$ cat config.mk
export PLATFORM = sky130hd
export DESIGN_NAME = network_sequencer
export DESIGN_NICKNAME = d
export VERILOG_FILES = /design/src/rtl/network_pkg.sv /design/src/rtl/bitstream_counter.sv /design/src/rtl/network_sequencer.sv
export SDC_FILE = /design/constraint.sdc
export NUM_CORES = 1
export LEC_CHECK = 0
export BUFFER_PORTS_ARGS = -buffer_cell sky130_fd_sc_hd__buf_2
export CAP_MARGIN = 20
export CORE_MARGIN = 2
export CORE_UTILIZATION = 55
export CTS_BUF_LIST = sky130_fd_sc_hd__clkbuf_4 sky130_fd_sc_hd__clkbuf_8
export CTS_CLUSTER_DIAMETER = 50
export DETAILED_ROUTE_END_ITERATION = 6
export GPL_ROUTABILITY_DRIVEN = 0
export PLACE_DENSITY = 0.79
export SYNTH_ARGS = -nofsm -noshare
export SYNTH_HDL_FRONTEND = slang
export SYNTH_HIERARCHICAL = 1
export SYNTH_SLANG_ARGS = --single-unit
$ cat constraint.sdc
create_clock -name clk -period 2.8 [get_ports clk]
set_input_delay 0.42 -clock clk [delete_from_list [all_inputs] [get_ports clk]]
set_output_delay 0.42 -clock clk [all_outputs]
set_load 0.03 [all_outputs]
$ cat src/rtl/network_pkg.sv
// Shared definitions for the network sequencer: default bitstream length,
// counter width derivation and the sequencer state encoding.
package network_pkg;

    localparam int WEIGHT_LENGTH_DEF = 128;

    // A counter must hold WEIGHT_LENGTH itself, hence the +1.
    function automatic int cnt_width(input int wl);
        return $clog2(wl + 1);
    endfunction

    typedef enum logic [2:0] {
        IDLE,
        CLEAR,
        RUN,
        DRAIN,
        DONE
    } seq_state_t;

endpackage

$ cat src/rtl/bitstream_counter.sv
// Counts ones on a single network output bitstream while sampling is enabled.
// The count saturates at WEIGHT_LENGTH so it can never wrap.
module bitstream_counter
    import network_pkg::*;
#(
    parameter int WEIGHT_LENGTH = WEIGHT_LENGTH_DEF,
    parameter int CNT_W         = cnt_width(WEIGHT_LENGTH)
) (
    input  logic             clk,
    input  logic             rst,
    input  logic             clear,
    input  logic             sample,
    input  logic             stream_bit,
    output logic [CNT_W-1:0] count
);

    localparam logic [CNT_W-1:0] CNT_MAX = CNT_W'(WEIGHT_LENGTH);

    function automatic logic [CNT_W-1:0] sat_inc(input logic [CNT_W-1:0] c);
        return (c == CNT_MAX) ? c : c + 1'b1;
    endfunction

    always_ff @(posedge clk) begin
        if (rst || clear) begin
            count <= '0;
        end else if (sample && stream_bit) begin
            count <= sat_inc(count);
        end
    end

endmodule

$ cat src/rtl/network_sequencer.sv
// Drives one bitstream evaluation of a network: clear, WEIGHT_LENGTH enable
// cycles, drain of the network latency, then a held result handshake.
module network_sequencer
    import network_pkg::*;
#(
    parameter  int OUTPUT_SIZE   = 1,
    parameter  int WEIGHT_LENGTH = WEIGHT_LENGTH_DEF,
    parameter  int NET_LAT       = 2,
    localparam int IDX_W         = (WEIGHT_LENGTH > 1) ? $clog2(WEIGHT_LENGTH) : 1,
    localparam int CNT_W         = cnt_width(WEIGHT_LENGTH)
) (
    input  logic                         clk,
    input  logic                         rst,
    input  logic                         start,
    output logic                         busy,
    output logic                         net_clr,
    output logic                         net_en,
    output logic [IDX_W-1:0]             bit_idx,
    input  logic [OUTPUT_SIZE-1:0]       net_bits,
    output logic [OUTPUT_SIZE*CNT_W-1:0] result,
    output logic                         result_valid,
    input  logic                         result_ready
);

    localparam int                 DRN_W      = (NET_LAT > 1) ? $clog2(NET_LAT) : 1;
    localparam logic [DRN_W-1:0]   DRAIN_LAST = DRN_W'((NET_LAT > 0) ? NET_LAT - 1 : 0);
    localparam logic [IDX_W-1:0]   IDX_LAST   = IDX_W'(WEIGHT_LENGTH - 1);

    seq_state_t       state;
    logic [DRN_W-1:0] drain_cnt;
    logic             sample_en;

    always_ff @(posedge clk) begin
        if (rst) begin
            state        <= IDLE;
            busy         <= 1'b0;
            net_clr      <= 1'b0;
            net_en       <= 1'b0;
            bit_idx      <= '0;
            result_valid <= 1'b0;
            drain_cnt    <= '0;
        end else begin
            net_clr <= 1'b0;
            case (state)
                IDLE: begin
                    if (start) begin
                        state   <= CLEAR;
                        busy    <= 1'b1;
                        net_clr <= 1'b1;
                    end
                end
                CLEAR: begin
                    state   <= RUN;
                    net_en  <= 1'b1;
                    bit_idx <= '0;
                end
                RUN: begin
                    if (bit_idx == IDX_LAST) begin
                        net_en    <= 1'b0;
                        bit_idx   <= '0;
                        drain_cnt <= '0;
                        // With no network latency the last sample lands this cycle.
                        if (NET_LAT == 0) begin
                            state        <= DONE;
                            result_valid <= 1'b1;
                        end else begin
                            state <= DRAIN;
                        end
                    end else begin
                        bit_idx <= bit_idx + 1'b1;
                    end
                end
                DRAIN: begin
                    if (drain_cnt == DRAIN_LAST) begin
                        state        <= DONE;
                        result_valid <= 1'b1;
                    end else begin
                        drain_cnt <= drain_cnt + 1'b1;
                    end
                end
                DONE: begin
                    if (result_ready) begin
                        state        <= IDLE;
                        busy         <= 1'b0;
                        result_valid <= 1'b0;
                    end
                end
                default: state <= IDLE;
            endcase
        end
    end

    // Delayed copy of net_en that lines up with the network's output bits.
    if (NET_LAT == 0) begin : g_no_lat
        assign sample_en = net_en;
    end else begin : g_lat
        logic [NET_LAT-1:0] vld_p;
        always_ff @(posedge clk) begin
            if (rst) begin
                vld_p <= '0;
            end else begin
                vld_p[0] <= net_en;
                for (int i = 1; i < NET_LAT; i++) begin
                    vld_p[i] <= vld_p[i-1];
                end
            end
        end
        assign sample_en = vld_p[NET_LAT-1];
    end

    for (genvar g = 0; g < OUTPUT_SIZE; g++) begin : g_cnt
        bitstream_counter #(
            .WEIGHT_LENGTH(WEIGHT_LENGTH),
            .CNT_W        (CNT_W)
        ) u_cnt (
            .clk       (clk),
            .rst       (rst),
            .clear     (net_clr),
            .sample    (sample_en),
            .stream_bit(net_bits[g]),
            .count     (result[g*CNT_W +: CNT_W])
        );
    end

endmodule

==> flow_summary.ini <==
[status]
run_status = finished, final reports clean

[pwr]
leakagePower_nw = 0.5320
ir_worst_vdd_v = 0.0002856
p_total_mw = 0.6368
power_density_nw_per_um2 = 462.2

[hold_path]
min_path_type = in -> reg
min_to = net_clr
hold_path_depth = 3
min_from = start

[cells_and_area]
multiInputGateArea_um2 = 691.9
drive_above_1_share_pct = 20.12
num_antenna_cells = 0
ff_latch_area_um2 = 500.5
final_core_util_pct = 63.49
design_area_um2 = 1378
final_cell_mix = 25 x dfxtp_1, 23 x buf_2, 19 x a21oi_1
finish.net_count = 178
syn2layout_area_growth_pct = 10.65
fillers = 203
mostFrequentLayoutCell = dfxtp_1

[worst_setup_path]
critical_path.startpoint_type = register
reg2reg_from = state[0]
path_class = reg -> reg
reg2reg_depth = 4
path_max_fanout = 19
cp.required_ps = 3020
r2r_slack_ps = 910
crit_path_end_kind = register
worst_r2r_endpoint = bit_idx[3]
arrival_ps = 2110

[sta]
setup_ws_ps = 912.4
finalClockSkew_ps = 2.671
max_freq_mhz = 529.8
hold_viol = 0
worst_pin_slew_ps = 602.7
final-setup-viol-count = 0
fin_crit_ps = 1888
relSlewSlack_pct = 59.76
slew_viol_final = 0
finalCritPeriodShare_pct = 67.41
setup_tns_ps = 0
rsz0062_at_grt = no

[synthesis]
yosysSeqAreaShare_pct = 40.20
synth_area_leaders = dfxtp_1 40%, a21oi_1 7.6%, nand2_1 4.8%, nand3_1 3.6%, ha_1 3.0%
syn_avg_cell_area_um2 = 8.245
netlist_area_um2 = 1245
synth_edf_count = 0
synthFlopType = dfxtp_1
yosysTopAreaCell = dfxtp_1
synth_seq_cells = 25
yosys.area.top_type_share_pct = 40.20
ys.warnings.count = 6
synth_nets = 159
yosysUniqueCellTypes = 38
synthArstFlopShare_pct = 0
syn_inst = 151

[clocking]
post_cts.repair.setup_buffers = 0
worstSkewPairLatency_ps = 320
post_cts_resized = 0
clockRootBuffer = clkbuf_4
cts-buffers-inserted = 3
cts_tree = done
cts_hold_buf = 0
path_clk_slew_ps = 140
htreeDepth = 1
clockBufferDepth = 2
clock_sinks = 25

[drt]
postRouteAntennaNets = 0
wl_per_cell_um = 12.61
drt_wl_total_mm = 2.484
drtIter0Drc = 42
drcViolationCount = 0
viasPerCell = 5.817
drt_pass1_iterations = 4
num_vias = 1146

[global_routing]
grt_max_degree = 20
grt_usage_pct = 21.36
grt_pass1_vias = 1011
grt_first_pass_wirelength_mm = 4.409
antenna_found_initial = 0
grt_remaining_overflow = 0

[place]
place_ws_ps = 945.8
dp_hpwl_mm = 1.771
port_buffers = 23
placed_area_um2 = 1350

[floorplanning]
rows = 17
dieHeight_um = 51.58
die_area_um2 = 2660
io-pin-count = 24
core_area_um2 = 2170
start_util_pct = 57.38
die_w_um = 51.58

[flow_run]
drv_cap = 0
-- final cells by class --
class | instances | area share [%]
multi-input combinational | 115 | 50.23
tap | 28 | 2.543
clock inverter | 1 | 0.3633
sequential | 25 | 36.33
timing repair buffer | 23 | 8.356
clock buffer | 3 | 1.635
inverter | 2 | 0.5450
-- where the power goes --
part / switching [mW] / total [mW] / internal, mW
Combinational: 0.0490 / 0.0823 / 0.0333
Sequential: 0.0227 / 0.391 / 0.368
Clock: 0.110 / 0.164 / 0.0535
Total: 0.182 / 0.637 / 0.455
-- cells in the mapped netlist, types with 3 or more instances --
library cell	count
a31oi_1	3
and3_1	3
buf_2	3
ha_1	3
nand3_1	9
o31ai_1	4
nor2b_1	4
or2_2	3
clkbuf_1	4
mux2i_1	3
a21oi_1	19
nor3_1	5
nand2_1	16
nand3b_1	3
nor2_1	10
o21ai_0	6
dfxtp_1	25
or4_1	3
-- worst max-delay path by stage --
| stage | end | slack, ps | start |
|---|---|---|---|
| 6_report | bit_idx[3] | 910 | state[0] |
| 3_5_place_dp | bit_idx[3] | 950 | state[0] |
| 5_1_grt | bit_idx[3] | 840 | state[0] |
| 4_1_cts | bit_idx[3] | 940 | state[0] |
| 3_3_place_gp | bit_idx[3] | 1070 | state[0] |
| 2_1_floorplan | state[0] | 1120 | bit_idx[0] |
-- sequential cells by signal, summed over array words and instances (netlist names), 2 cells and up --
| signal | count |
|---|---|
| state | 3 |
| bit_idx | 7 |
| g_cnt.u_cnt/count | 8 |
| g_lat.vld_p | 2 |
-- metrics by stage --
stage	std cells	hold slack, ps
detailed placement	193	422.7
finish	197	335.5
CTS	197	328.5
global placement	193	426.0
floorplan	151	413.8
global route	197	343.6
-- logic make-up (layout without fill, tap and decap cells) --
family          Yosys count  count (layout)  share of synthesized area [%]
compound gates           39              39                          19.60
xor+xnor                  2               2                          1.407
fa+ha+maj                 3               3                          3.015
buf+inv                  11              29                          4.220
flops                    25              25                          40.20
mux                       3               3                          2.412
simple gates             68              68                          29.15
-- worst max-delay path, cell delays in order (launching register included) --
cell	delay, ps
dfxtp_1	730
xor2_1	210
or3b_1	400
xor2_1	170
a2111oi_2	290
-- layer usage --
metal	up-vias	GRT usage, %	part of all wire (%)
li1	582	-	-
met1	528	31.02	50
met5	-	0	0
met4	0	10.09	1.2
met3	4	2.586	4.7
met2	32	31.41	44
Power figures use the tool's default switching activity.
